$ cat src/rtl/reg_bus_pkg.sv
// Shared sizes and FSM state type for the register-bus read sequencer.
package reg_bus_pkg;

  localparam int NUM_REGS = 32;
  localparam int DATA_W   = 32;
  localparam int ADDR_W   = 5;

  typedef enum logic [1:0] {
    IDLE   = 2'd0,
    DRIVE  = 2'd1,
    SAMPLE = 2'd2,
    RESP   = 2'd3
  } state_t;

endpackage

$ cat src/rtl/reg_bus_reader_oe_decoder.sv
// 5-to-32 one-hot output-enable decoder; index 0 is never driven onto the bus.
module oe_decoder
  import reg_bus_pkg::*;
(
  input  logic                en,
  input  logic [ADDR_W-1:0]   idx,
  output logic [NUM_REGS-1:0] oe
);

  always_comb begin
    oe = '0;
    if (en && (idx != '0)) begin
      oe[idx] = 1'b1;
    end
  end

endmodule

$ cat src/rtl/reg_bus_reader.sv
// Sequences one read from a shared tristate register bus: enable, settle, sample, respond.
// Optional WRITE_BYPASS_EN returns a same-cycle snooped write instead of the stale bus value.
//
// state  | meaning
// IDLE   | ready for a request, bus released
// DRIVE  | selected register enabled, bus settling
// SAMPLE | register still enabled, bus captured at end of cycle
// RESP   | response valid, waiting for rd_accept
module reg_bus_reader
  import reg_bus_pkg::*;
(
  input  logic                clk_sys,
  input  logic                reset,
  input  logic                rd_req,
  input  logic [ADDR_W-1:0]   rd_addr,
  output logic                rd_ready,
  output logic [NUM_REGS-1:0] read_oe,
  input  logic [DATA_W-1:0]   bus_in,
  output logic                rd_valid,
  output logic [DATA_W-1:0]   rd_data,
  input  logic                rd_accept,
  input  logic                wr_en,
  input  logic [ADDR_W-1:0]   wr_addr,
  input  logic [DATA_W-1:0]   wr_data
);

  state_t              state_q;
  state_t              state_d;
  logic [ADDR_W-1:0]   addr_q;
  logic                oe_en;
  logic                capture;
  logic [DATA_W-1:0]   sample_val;

  oe_decoder u_oe_decoder (
    .en  (oe_en),
    .idx (addr_q),
    .oe  (read_oe)
  );

`ifdef WRITE_BYPASS_EN
  logic bypass_hit;

  always_comb begin
    bypass_hit = wr_en && (wr_addr == addr_q) && (addr_q != '0);
    sample_val = bus_in;
    if (addr_q == '0) begin
      sample_val = '0;
    end else if (bypass_hit) begin
      sample_val = wr_data;
    end
  end
`else
  logic unused_wr;
  assign unused_wr = ^{wr_en, wr_addr, wr_data};

  // Index 0 has no driver, so whatever floats on the bus is discarded.
  always_comb begin
    sample_val = bus_in;
    if (addr_q == '0) begin
      sample_val = '0;
    end
  end
`endif

  always_comb begin
    state_d  = state_q;
    rd_ready = 1'b0;
    rd_valid = 1'b0;
    oe_en    = 1'b0;
    capture  = 1'b0;
    case (state_q)
      IDLE: begin
        rd_ready = 1'b1;
        if (rd_req) begin
          state_d = DRIVE;
        end
      end
      DRIVE: begin
        oe_en   = 1'b1;
        state_d = SAMPLE;
      end
      SAMPLE: begin
        oe_en   = 1'b1;
        capture = 1'b1;
        state_d = RESP;
      end
      RESP: begin
        rd_valid = 1'b1;
        if (rd_accept) begin
          state_d = IDLE;
        end
      end
      default: begin
        state_d = IDLE;
      end
    endcase
  end

  always_ff @(posedge clk_sys) begin
    if (reset) begin
      state_q <= IDLE;
      addr_q  <= '0;
      rd_data <= '0;
    end else begin
      state_q <= state_d;
      if ((state_q == IDLE) && rd_req) begin
        addr_q <= rd_addr;
      end
      if (capture) begin
        rd_data <= sample_val;
      end
    end
  end

endmodule

$ cat config.mk
export PLATFORM = sky130hd
export DESIGN_NAME = reg_bus_reader
export DESIGN_NICKNAME = d
export VERILOG_FILES = /design/src/rtl/reg_bus_pkg.sv /design/src/rtl/reg_bus_reader_oe_decoder.sv /design/src/rtl/reg_bus_reader.sv
export SDC_FILE = /design/constraint.sdc
export NUM_CORES = 1
export LEC_CHECK = 0
export ABC_AREA = 1
export CAP_MARGIN = 30
export CELL_PAD_IN_SITES_DETAIL_PLACEMENT = 0
export CELL_PAD_IN_SITES_GLOBAL_PLACEMENT = 2
export CORE_ASPECT_RATIO = 0.7
export CORE_UTILIZATION = 15
export DETAILED_ROUTE_END_ITERATION = 7
export GPL_TIMING_DRIVEN = 0
export MAX_ROUTING_LAYER = met4
export PLACE_DENSITY = 0.8
export SLEW_MARGIN = 15
export SYNTH_ARGS = -nofsm -noshare
export SYNTH_HDL_FRONTEND = slang
export SYNTH_SLANG_ARGS = --single-unit
$ cat constraint.sdc
create_clock -name clk_sys -period 2.05 [get_ports clk_sys]
set_clock_uncertainty 0.2 [all_clocks]
set_input_delay 0.3075 -clock clk_sys [delete_from_list [all_inputs] [get_ports clk_sys]]
set_output_delay 0.3075 -clock clk_sys [all_outputs]
set_load 0.01 [all_outputs]
==> impl_metrics.toml <==
[outcome]
outcome = "completed"

[sta]
slew_headroom = 0.614
finalCriticalPeriod_ns = 1.99
worstMarginPinSlew_ns = 0.579
drv_slew = 0
setup-tns-final_ns = 0
setup_viol = 0
timing.final.crit_share = 0.973
fmax_mhz = 501
hold_viol_final = 0
rsz0062_at_grt = "yes"

[route]
drc_errors = 0
detail-route-antenna-nets = 0
drt_iter0_markers = 64
wl_um = 6290
dr.pass1.iters = 4
via_per_inst = 3.94
vias = 1986
wire_per_inst_um = 12.5

[placed_design]
gp_congestion = 0.673
dp_cells = 491
port_buffers = 105
dpl_cell_area_um2 = 3000
dp.final_hpwl_um = 4780

[power]
finalPower_mw = 4.17
power.share.sequential = 0.297
pwr-share-clk = 0.185
netSwitchingPower_mw = 1.62
switching_share = 0.387
powerDensity_nw_per_um2 = 1340
p_comb_frac = 0.518
peakVddDrop_mv = 0.462
p_int_mw = 2.56
p_leak_nw = 1.29

[synthesis]
syn_inst = 233
ys_ff_latch = 39
netlist_area_um2 = 1760
syn_nets = 316
ys_seq_area_frac = 0.444
yosys_warnings = 0
synth_area_per_cell_um2 = 7.54
yosysUniqueCellTypes = 24

[worst_setup_path]
endpoint_kind = "primary output"
cp-start-kind = "flip-flop"
crit_slowest_cell = "dfxtp_2"
worst_ep_required_time_ns = 1.54
cp.depth = 6
path_cells = "inv_2 > ha_4 > nand3b_1 > buf_6 > nor2_1 > buf_2"
crit_fanout = 7
critPathTopFamily = "buffers and inverters"
r2r_cells = 5
slowest_delay_ns = 0.33
path_class = "reg2out"
arrival_ns = 1.49
path_buf_inv = 3

[floorplanning]
core_um2 = 11200
die_y_um = 92.5
die-area_um2 = 12200
fp-row-count = 32
ioPinCount = 145
dieWidth_um = 131
initial_core_util = 0.157

[layout]
post-route-util = 0.278
antennaDiodeCount = 0
nNetsFinal = 434
fin_cells = 504
drive_above_1_share = 0.225
syn_to_final_growth_pct = 77.3
design_area_um2 = 3110

[clocking]
ctsHtreeMaxLevel = 2
cts_tree = "built"
cts_root_buffer = "clkbuf_16"
clock_path_buffers = 2
clock_latency_ns = 0.28
clk_pin_slew_ns = 0.06
hold_buffers = 0
clock-sinks = 39
numCtsBuffers = 5

[flow_run]
drv_cap = 0

[worst_hold_path]
hold_path_depth = 2
hp-class = "reg2reg"

[global_routing]
grt_max_degree = 12
gr-total-overflow = 0
antenna_found_initial = 0
track_usage = 0.109
grt_pass1_vias = 2011
grt_first_pass_wirelength_um = 10300
[power by group through the flow]
stage	clock network [mW]	registers [mW]	logic (mW)
finish	0.773	1.24	2.16
global route	0.838	1.28	2.40
CTS	0.807	1.24	2.16
detailed placement	0	1.24	2.04
global placement	0	1.24	2.03
floorplan	0	1.33	0.990
[layout make-up]
cell class,count,area [um2]
multi-input cells,170,888
fillers,1228,8100
well taps,153,191
flip-flops and latches,39,783
clock buffers,6,139
inverters,9,33.8
clock inverters,1,5.00
plain buffers,15,98.8
repair buffers,111,975
[layer usage]
metal	GRT usage	up-vias	share of wire
met1	0.142	929	0.51
met3	0.0361	4	0.055
li1	-	999	-
met5	-	-	0
met2	0.163	54	0.43
met4	0.0271	0	0.0067
[metrics by stage]
step                setup WS, ns  hold WS, ns
detailed placement        -0.340        0.302
global placement          -0.342        0.297
global route             -0.0175        0.331
floorplan                  0.389        0.177
finish                    0.0559        0.306
CTS                      0.00376        0.310
[tightest hold or removal path, stage by stage, from the launching register on]
cell and delay (ns):
dfxtp_1 0.30, o21ai_1 0.11, a21oi_1 0.05
[cells by family (layout without fill, tap and decap cells)]
family	count (synthesis)	after routing	share of synthesized area
AO/OA/AOI/OAI	73	73	0.214
adder cells (fa/ha/maj)	4	4	0.0285
buffers and inverters	24	142	0.0755
flip-flops	39	39	0.444
other	1	1	0.00213
AND/OR/NAND/NOR	92	92	0.235
[Yosys cell counts]
library cell	count	area share
inv_1	7	0.015
nor3_1	1	0.0028
nor2_2	2	0.0071
nand2_2	12	0.043
nor2_1	36	0.077
o21ai_1	4	0.011
buf_6	2	0.013
a21oi_1	33	0.094
nand3b_1	2	0.0085
buf_12	1	0.011
buf_2	5	0.014
a21oi_2	3	0.015
clkbuf_2	1	0.0028
buf_1	2	0.0043
clkbuf_1	3	0.0064
dfxtp_1	39	0.44
nand3_1	8	0.023
ha_1	4	0.028
nand2_1	30	0.064
o21ai_0	33	0.094
buf_4	1	0.0043
nand3_4	1	0.010
inv_2	2	0.0043
conb_1	1	0.0021
[final timing paths]
kind	from	to	slack, ns
setup / recovery	state_q[0]	read_oe[22]	0.06
hold / removal	rd_data[15]	rd_data[15]	0.31
setup reg to reg	state_q[1]	rd_data[28]	0.27
hold reg to reg	rd_data[15]	rd_data[15]	0.31
[sequential cells by signal (all words and copies together), names as in the netlist]
register,count
rd_data,32
addr_q,5
state_q,2
[placed cells by master (no fill, tap or decap), types with 2 or more instances in the layout]
cell / netlist / routed
nand2_2: 12 / 12
dfxtp_2: 0 / 2
buf_4: 1 / 5
nand3_1: 8 / 7
clkbuf_1: 3 / 3
clkdlybuf4s50_1: 0 / 74
ha_1: 4 / 3
inv_2: 2 / 4
nand2_1: 30 / 29
clkbuf_16: 0 / 5
buf_1: 2 / 2
dfxtp_1: 39 / 37
a21oi_2: 3 / 3
nor2_2: 2 / 7
dlygate4sd2_1: 0 / 7
a21oi_1: 33 / 33
o21ai_1: 4 / 4
o21ai_0: 33 / 33
nand3_4: 1 / 2
buf_2: 5 / 21
nor2_1: 36 / 31
nand3b_1: 2 / 2
clkbuf_2: 1 / 9
inv_1: 7 / 5
buf_6: 2 / 4
[timing repair]
| item | 4_1_cts | 5_1_grt |
|---|---|---|
| endpoints found under the setup margin | 31 | 27 |
| pin swaps | 3 | 0 |
| resized for setup | 89 | 23 |
| endpoints found under the hold margin | 0 | 0 |
| buffers inserted | 5 | 1 |
Power figures use the tool's default switching activity.
